File: config.mk
export PLATFORM = sky130hd
export DESIGN_NAME = multicycle_control
export DESIGN_NICKNAME = d
export VERILOG_FILES = /design/src/rtl/mcpu_pkg.sv /design/src/rtl/mem_wait_timer.sv /design/src/rtl/multicycle_control.sv
export SDC_FILE = /design/constraint.sdc
export NUM_CORES = 1
export LEC_CHECK = 0
export ABC_AREA = 1
export BUFFER_PORTS_ARGS = -buffer_cell sky130_fd_sc_hd__buf_4
export CAP_MARGIN = 10
export CORE_MARGIN = 8
export CORE_UTILIZATION = 50
export DETAILED_ROUTE_END_ITERATION = 10
export GPL_TIMING_DRIVEN = 0
export PLACE_DENSITY = 0.88
export SYNTH_ARGS = -nofsm -noshare
export SYNTH_HDL_FRONTEND = slang
export SYNTH_SLANG_ARGS = --single-unit
export TNS_END_PERCENT = 50
File: constraint.sdc
create_clock -name clk -period 1.61 [get_ports clk]
set_clock_uncertainty 0.2 [all_clocks]
set_input_delay 0.161 -clock clk [delete_from_list [all_inputs] [get_ports clk]]
set_output_delay 0.161 -clock clk [all_outputs]
set_load 0.03 [all_outputs]
File: src/rtl/mcpu_pkg.sv
// rtl/mcpu_pkg.sv - shared encodings and decode helpers for the multicycle controller
package mcpu_pkg;

  typedef enum logic [3:0] {
    S_FETCH  = 4'd0,
    S_DECODE = 4'd1,
    S_MEMADR = 4'd2,
    S_MEMRD  = 4'd3,
    S_MEMWB  = 4'd4,
    S_MEMWR  = 4'd5,
    S_REXEC  = 4'd6,
    S_RWB    = 4'd7,
    S_BRANCH = 4'd8,
    S_JUMP   = 4'd9,
    S_IEXEC  = 4'd10,
    S_IWB    = 4'd11
  } state_t;

  localparam logic [5:0] OP_RTYPE = 6'b000000;
  localparam logic [5:0] OP_LW    = 6'b100011;
  localparam logic [5:0] OP_SW    = 6'b101011;
  localparam logic [5:0] OP_BEQ   = 6'b000100;
  localparam logic [5:0] OP_J     = 6'b000010;
  localparam logic [5:0] OP_ADDI  = 6'b001000;
  localparam logic [5:0] OP_SLTI  = 6'b001010;
  localparam logic [5:0] OP_ANDI  = 6'b001100;
  localparam logic [5:0] OP_ORI   = 6'b001101;

  localparam logic [2:0] ALU_ADD   = 3'b000;
  localparam logic [2:0] ALU_SUB   = 3'b001;
  localparam logic [2:0] ALU_FUNCT = 3'b010;
  localparam logic [2:0] ALU_AND   = 3'b011;
  localparam logic [2:0] ALU_OR    = 3'b100;
  localparam logic [2:0] ALU_SLT   = 3'b101;

  localparam logic [1:0] PC_ALU    = 2'b00;
  localparam logic [1:0] PC_ALUOUT = 2'b01;
  localparam logic [1:0] PC_JUMP   = 2'b10;

  localparam logic [1:0] SRCB_REG    = 2'b00;
  localparam logic [1:0] SRCB_FOUR   = 2'b01;
  localparam logic [1:0] SRCB_IMM    = 2'b10;
  localparam logic [1:0] SRCB_BRANCH = 2'b11;

  typedef struct packed {
    logic       ir_write;
    logic       pc_write;
    logic       pc_write_cond;
    logic [1:0] pc_src;
    logic       ext_sel;
    logic       alu_src_a;
    logic [1:0] alu_src_b;
    logic [2:0] alu_op;
    logic       mem_read;
    logic       mem_write;
    logic       iord;
    logic       reg_write;
    logic       reg_dst;
    logic       mem_to_reg;
    logic       illegal_op;
    logic       bus_err;
  } ctrl_t;

  function automatic logic is_legal(input logic [5:0] op);
    case (op)
      OP_RTYPE, OP_LW, OP_SW, OP_BEQ, OP_J,
      OP_ADDI, OP_SLTI, OP_ANDI, OP_ORI: is_legal = 1'b1;
      default:                          is_legal = 1'b0;
    endcase
  endfunction

  // Returns {ext_sel, alu_op} for the immediate-ALU group; unknown codes act as addi.
  function automatic logic [3:0] imm_decode(input logic [5:0] op);
    case (op)
      OP_SLTI: imm_decode = {1'b0, ALU_SLT};
      OP_ANDI: imm_decode = {1'b1, ALU_AND};
      OP_ORI:  imm_decode = {1'b1, ALU_OR};
      default: imm_decode = {1'b0, ALU_ADD};
    endcase
  endfunction

endpackage

File: src/rtl/mem_wait_timer.sv
// rtl/mem_wait_timer.sv - memory wait-state counter with timeout detection
module mem_wait_timer
  import mcpu_pkg::*;
#(
  parameter int unsigned WAIT_MAX = 15
) (
  input  logic clk,
  input  logic rst_n,
  input  logic waiting,
  input  logic mem_ready,
  output logic timeout
);

  localparam logic [7:0] LIMIT = 8'(WAIT_MAX);

  logic [7:0] count_q;

  // Leaving a wait state only happens on mem_ready or timeout, so both clear the count.
  assign timeout = waiting && !mem_ready && (count_q == LIMIT);

  always_ff @(posedge clk or negedge rst_n) begin
    if (!rst_n) begin
      count_q <= 8'd0;
    end else if (!waiting || mem_ready || timeout) begin
      count_q <= 8'd0;
    end else begin
      count_q <= count_q + 8'd1;
    end
  end

endmodule

File: src/rtl/multicycle_control.sv
// rtl/multicycle_control.sv - multicycle CPU control FSM with memory timeout handling
module multicycle_control
  import mcpu_pkg::*;
#(
  parameter int unsigned WAIT_MAX = 15
) (
  input  logic       clk,
  input  logic       rst_n,
  input  logic [5:0] opcode,
  input  logic       alu_zero,
  input  logic       mem_ready,
  output logic       ir_write,
  output logic       pc_write,
  output logic       pc_write_cond,
  output logic [1:0] pc_src,
  output logic       ext_sel,
  output logic       alu_src_a,
  output logic [1:0] alu_src_b,
  output logic [2:0] alu_op,
  output logic       mem_read,
  output logic       mem_write,
  output logic       iord,
  output logic       reg_write,
  output logic       reg_dst,
  output logic       mem_to_reg,
  output logic       illegal_op,
  output logic       bus_err,
  output logic [3:0] state
);

  state_t     state_q;
  state_t     state_d;
  logic       abort_q;
  logic       waiting;
  logic       timeout;
  logic       unused_zero;
  logic [3:0] imm_ctrl;
  ctrl_t      ctrl;

  // alu_zero qualifies pc_write_cond in the datapath, not here.
  assign unused_zero = alu_zero;

  // abort_q marks the recovery cycle after a timeout, where the bus stays idle.
  assign waiting  = !abort_q &&
                    ((state_q == S_FETCH) || (state_q == S_MEMRD) || (state_q == S_MEMWR));
  assign imm_ctrl = imm_decode(opcode);

  mem_wait_timer #(
    .WAIT_MAX (WAIT_MAX)
  ) u_wait_timer (
    .clk       (clk),
    .rst_n     (rst_n),
    .waiting   (waiting),
    .mem_ready (mem_ready),
    .timeout   (timeout)
  );

  always_comb begin
    state_d = state_q;
    if (timeout) begin
      state_d = S_FETCH;
    end else begin
      case (state_q)
        S_FETCH:  if (mem_ready && !abort_q) state_d = S_DECODE;
        S_DECODE: begin
          case (opcode)
            OP_RTYPE:                          state_d = S_REXEC;
            OP_LW, OP_SW:                      state_d = S_MEMADR;
            OP_BEQ:                            state_d = S_BRANCH;
            OP_J:                              state_d = S_JUMP;
            OP_ADDI, OP_SLTI, OP_ANDI, OP_ORI: state_d = S_IEXEC;
            default:                           state_d = S_FETCH;
          endcase
        end
        S_MEMADR: state_d = (opcode == OP_SW) ? S_MEMWR : S_MEMRD;
        S_MEMRD:  if (mem_ready) state_d = S_MEMWB;
        S_MEMWR:  if (mem_ready) state_d = S_FETCH;
        S_REXEC:  state_d = S_RWB;
        S_IEXEC:  state_d = S_IWB;
        S_MEMWB, S_RWB, S_BRANCH, S_JUMP, S_IWB: state_d = S_FETCH;
        default:  state_d = S_FETCH;
      endcase
    end
  end

  always_ff @(posedge clk or negedge rst_n) begin
    if (!rst_n) begin
      state_q <= S_FETCH;
      abort_q <= 1'b0;
    end else begin
      state_q <= state_d;
      abort_q <= timeout;
    end
  end

  always_comb begin
    ctrl = '0;
    case (state_q)
      S_FETCH: begin
        ctrl.mem_read  = !abort_q;
        ctrl.ir_write  = mem_ready && !abort_q;
        ctrl.pc_write  = mem_ready && !abort_q;
        ctrl.alu_src_b = SRCB_FOUR;
        ctrl.alu_op    = ALU_ADD;
      end
      S_DECODE: begin
        ctrl.alu_src_b  = SRCB_BRANCH;
        ctrl.alu_op     = ALU_ADD;
        ctrl.illegal_op = !is_legal(opcode);
      end
      S_MEMADR: begin
        ctrl.alu_src_a = 1'b1;
        ctrl.alu_src_b = SRCB_IMM;
        ctrl.alu_op    = ALU_ADD;
      end
      S_MEMRD: begin
        ctrl.mem_read = 1'b1;
        ctrl.iord     = 1'b1;
      end
      S_MEMWB: begin
        ctrl.reg_write  = 1'b1;
        ctrl.mem_to_reg = 1'b1;
      end
      S_MEMWR: begin
        ctrl.mem_write = 1'b1;
        ctrl.iord      = 1'b1;
      end
      S_REXEC: begin
        ctrl.alu_src_a = 1'b1;
        ctrl.alu_src_b = SRCB_REG;
        ctrl.alu_op    = ALU_FUNCT;
      end
      S_RWB: begin
        ctrl.reg_write = 1'b1;
        ctrl.reg_dst   = 1'b1;
      end
      S_BRANCH: begin
        ctrl.alu_src_a     = 1'b1;
        ctrl.alu_src_b     = SRCB_REG;
        ctrl.alu_op        = ALU_SUB;
        ctrl.pc_write_cond = 1'b1;
        ctrl.pc_src        = PC_ALUOUT;
      end
      S_JUMP: begin
        ctrl.pc_write = 1'b1;
        ctrl.pc_src   = PC_JUMP;
      end
      S_IEXEC: begin
        ctrl.alu_src_a = 1'b1;
        ctrl.alu_src_b = SRCB_IMM;
        ctrl.ext_sel   = imm_ctrl[3];
        ctrl.alu_op    = imm_ctrl[2:0];
      end
      S_IWB: begin
        ctrl.reg_write = 1'b1;
        ctrl.ext_sel   = imm_ctrl[3];
      end
      default: ctrl = '0;
    endcase
    ctrl.bus_err = timeout;
    // Reset silences every control line at once, without waiting for a clock edge.
    if (!rst_n) ctrl = '0;
  end

  assign ir_write      = ctrl.ir_write;
  assign pc_write      = ctrl.pc_write;
  assign pc_write_cond = ctrl.pc_write_cond;
  assign pc_src        = ctrl.pc_src;
  assign ext_sel       = ctrl.ext_sel;
  assign alu_src_a     = ctrl.alu_src_a;
  assign alu_src_b     = ctrl.alu_src_b;
  assign alu_op        = ctrl.alu_op;
  assign mem_read      = ctrl.mem_read;
  assign mem_write     = ctrl.mem_write;
  assign iord          = ctrl.iord;
  assign reg_write     = ctrl.reg_write;
  assign reg_dst       = ctrl.reg_dst;
  assign mem_to_reg    = ctrl.mem_to_reg;
  assign illegal_op    = ctrl.illegal_op;
  assign bus_err       = ctrl.bus_err;
  assign state         = state_q;

endmodule

==> impl_metrics.csv <==
group,metric,value,unit
critical_path,startpoint,"state[0]$_DFFE_PN0P_",
outcome,violations,"negative setup slack",
timing,slew_headroom,58.18,%
timing,period_needed,2.010,ns
yosys,syn_nets,191,
drt,viasPerCell,5.981,
layout,nets,247,
yosys,synth.distinct_cells,25,
critical_path,critPathMaxStageDelay,0.49,ns
clock_tree,clk_root_buffer_cell,"clkbuf_4",
place,hpwlAfterDp,2466,um
critical_path,startpoint_type,"flip-flop",
pwr,power,2.781,mW
drt,ant_nets,0,
floorplan,boundaryPins,34,
layout,design_area,0.001848,mm2
place,place_area,0.001476,mm2
place,io_buffers,32,
clock_tree,clockBufferDepth,2,
flow_run,drv_cap,0,
yosys,synth_top_flop_cell,"dfrtp_1",
outcome,status,"finished, violations left",
grt,antenna_found_initial,0,
min_path,min-delay-start,"opcode[2]",
critical_path,arrival,1.65,ns
floorplan,start_util,51.02,%
timing,max_clock_freq,497.6,MHz
grt,grt_overflow,0,
yosys,syn-cell-area,0.001096,mm2
floorplan,row_count,17,
grt,grt_pass1_vias,1503,
floorplan,die-area,0.003946,mm2
yosys,ys_top_cells_by_count,"nor2_1 (42), nand2_1 (40), inv_1 (32)",
critical_path,slowest_stage,"dfrtp_2",
drt,num_vias,1573,
drt,first_iter_violations,111,
yosys,synth_edf_count,0,
clock_tree,cts_buffers,3,
yosys,synthCells,180,
place,gp_congestion,0.8544,
timing,maxSlewViolCount,0,
yosys,synthMostInstantiatedCell,"nor2_1",
timing,finalHoldViolCount,0,
timing,setup_viol,31,
floorplan,core,0.002148,mm2
floorplan,die_x,62.82,um
grt,grt_first_pass_wirelength,6789,um
layout,drive_above_1_share,46.81,%
pwr,power.density,1505,mW/mm2
drt,wl,5209,um
pwr,p_int,1.278,mW
yosys,synth.avg_cell_area,6.089,um2
yosys,ys_ff_latch,13,
timing,finalCritPeriodShare,124.8,%
critical_path,worstReg2RegStart,"u_wait_timer.count_q[0]$_DFF_PN0_",
critical_path,crit_type,"reg -> out",
layout,post-route-util,86.02,%
clock_tree,htreeDepth,1,
pwr,ir_worst_vdd,1161,uV
drt,drcViolationCount,0,
drt,first_pass_iters,4,
timing,final.setup.worst_slack,-0.3995,ns
yosys,yosys.area.top_type,"dfrtp_1",
timing,worst_slew_pin_slew,0.6253,ns
clock_tree,clk_latency,0.32,ns
clock_tree,cts_tree,"built",
yosys,netlist.area_leader.share,29.68,%
min_path,hold_class,"in -> reg",
drt,wl_per_cell,19.81,um
critical_path,crit_fanout,5,
yosys,yosys_warnings,0,
critical_path,critPathRequiredTime,1.25,ns
yosys,ys_seq_area_share,29.68,%
pwr,combPwrFrac,72.9,%
place,pre_cts_slack,-0.2473,ns
layout,n_fill_cell,109,
critical_path,cp-end-kind,"primary output",
pwr,p_seq_share,18.7,%
layout,n_antenna_cell,0,
floorplan,die_height,62.82,um
clock_tree,path_clk_slew,0.10,ns
grt,grt_max_degree,14,
timing,rsz0062_at_grt,"yes",
pwr,leakage,0.9097,nW
pwr,switching_share,54.06,%
pwr,p_clk_share,8.4,%
layout,area_delta_synth_final,68.61,%
pwr,p_switching,1.503,mW
yosys,synth.area.top_cells,"dfrtp_1 (30%), nor2_1 (14%), nand2_1 (14%)",
clock_tree,clock-sinks,13,
grt,grt_util_all_layers,20.62,%
yosys,async_flop_share,100.0,%
critical_path,crit_chain,"inv_4 > nand2_4 > a21oi_2 > nor2_2 > nor2_4 > o21a_4 > buf_6",
final cells by class:
class	count	area (um2)	area share [%]
plain buffers	1	5.005	0.2708
clock buffers	4	26.28	1.422
inverters	32	130.1	7.041
multi-input cells	134	902.1	48.82
flip-flops and latches	13	330.3	17.87
well taps	28	35.03	1.896
repair buffers	51	419.2	22.68
power groups by stage:
stage          sequential [mW]  clock [mW]  combinational [mW]
3_3_place_gp             0.477           0                1.20
2_1_floorplan            0.531           0               0.831
4_1_cts                  0.500       0.207                1.69
6_report                 0.521       0.233                2.03
3_5_place_dp             0.482           0                1.23
5_1_grt                  0.523       0.249                2.13
state kept, by name, summed over array words and instances, names as in the netlist:
signal,count
u_wait_timer.count_q,8
state,4
abort_q,1
critical path: cells and delay by family, from the launching register on:
kind            cells  cell delay [ns]
flops               1             0.49
compound gates      2             0.33
buf+inv             2             0.22
simple gates        3             0.29
kinds of logic (layout without fill, tap and decap cells):
group | count (synthesis) | count (layout) | synth area share [%]
AND/OR/NAND/NOR | 111 | 111 | 43.84
buffers and inverters | 33 | 88 | 11.30
AO/OA/AOI/OAI | 19 | 19 | 11.65
flip-flops | 13 | 13 | 29.68
XOR/XNOR | 3 | 3 | 2.398
adder cells (fa/ha/maj) | 1 | 1 | 1.141
layer usage:
layer / up-vias / track usage [%] / wire (um)
met5: - / 0 / 0
met4: 0 / 12.25 / 406
met3: 48 / 7.348 / 411
met2: 128 / 35.71 / 2583
met1: 716 / 20.79 / 1808
li1: 681 / - / -
path summary, 6_finish.rpt:
| kind | to | slack [ns] | cells after the start |
|---|---|---|---|
| worst max-delay path | alu_op[2] | -0.40 | 7 |
| worst min-delay path | state[3]$_DFFE_PN0P_ | 0.05 | 5 |
| worst max register to register | u_wait_timer.count_q[5]$_DFF_PN0_ | -0.16 | 7 |
| worst min register to register | u_wait_timer.count_q[7]$_DFF_PN0_ | 0.37 | 3 |
| max in group asynchronous | state[1]$_DFFE_PN0P_ | 0.52 | 2 |
| min in group asynchronous | abort_q$_DFF_PN0_ | 0.23 | 2 |
cells in the final DEF, fill, tap and decap left out, types with 3 or more instances in the layout:
master	count
dfrtp_1	9
nand2_2	8
nand4_1	3
nor2_2	6
dfrtp_2	4
nand3_1	12
nor2_1	29
inv_1	24
nand3_4	3
inv_2	4
nand2_1	29
nor2_4	9
nor3_2	3
a21oi_1	5
buf_6	9
a21oi_2	3
inv_4	4
clkbuf_4	3
buf_4	41
nand2_4	4
o21ai_0	3
metrics by stage:
stage | TNS (ns) | hold WS [ns] | instances
floorplan | -0.8894 | -0.3346 | 180
global placement | -1.943 | -0.1828 | 240
detailed placement | -2.218 | -0.1786 | 240
CTS | -3.107 | 0.03985 | 257
global route | -8.653 | 0.04664 | 263
finish | -7.008 | 0.05140 | 263
timing repair:
action,in CTS,in global routing
hold buffers,1,0
pin swaps,13,5
setup endpoints to repair,21,31
endpoints found under the hold margin,13,0
setup buffers,12,6
gates resized for setup,52,10
Power figures use the tool's default switching activity.
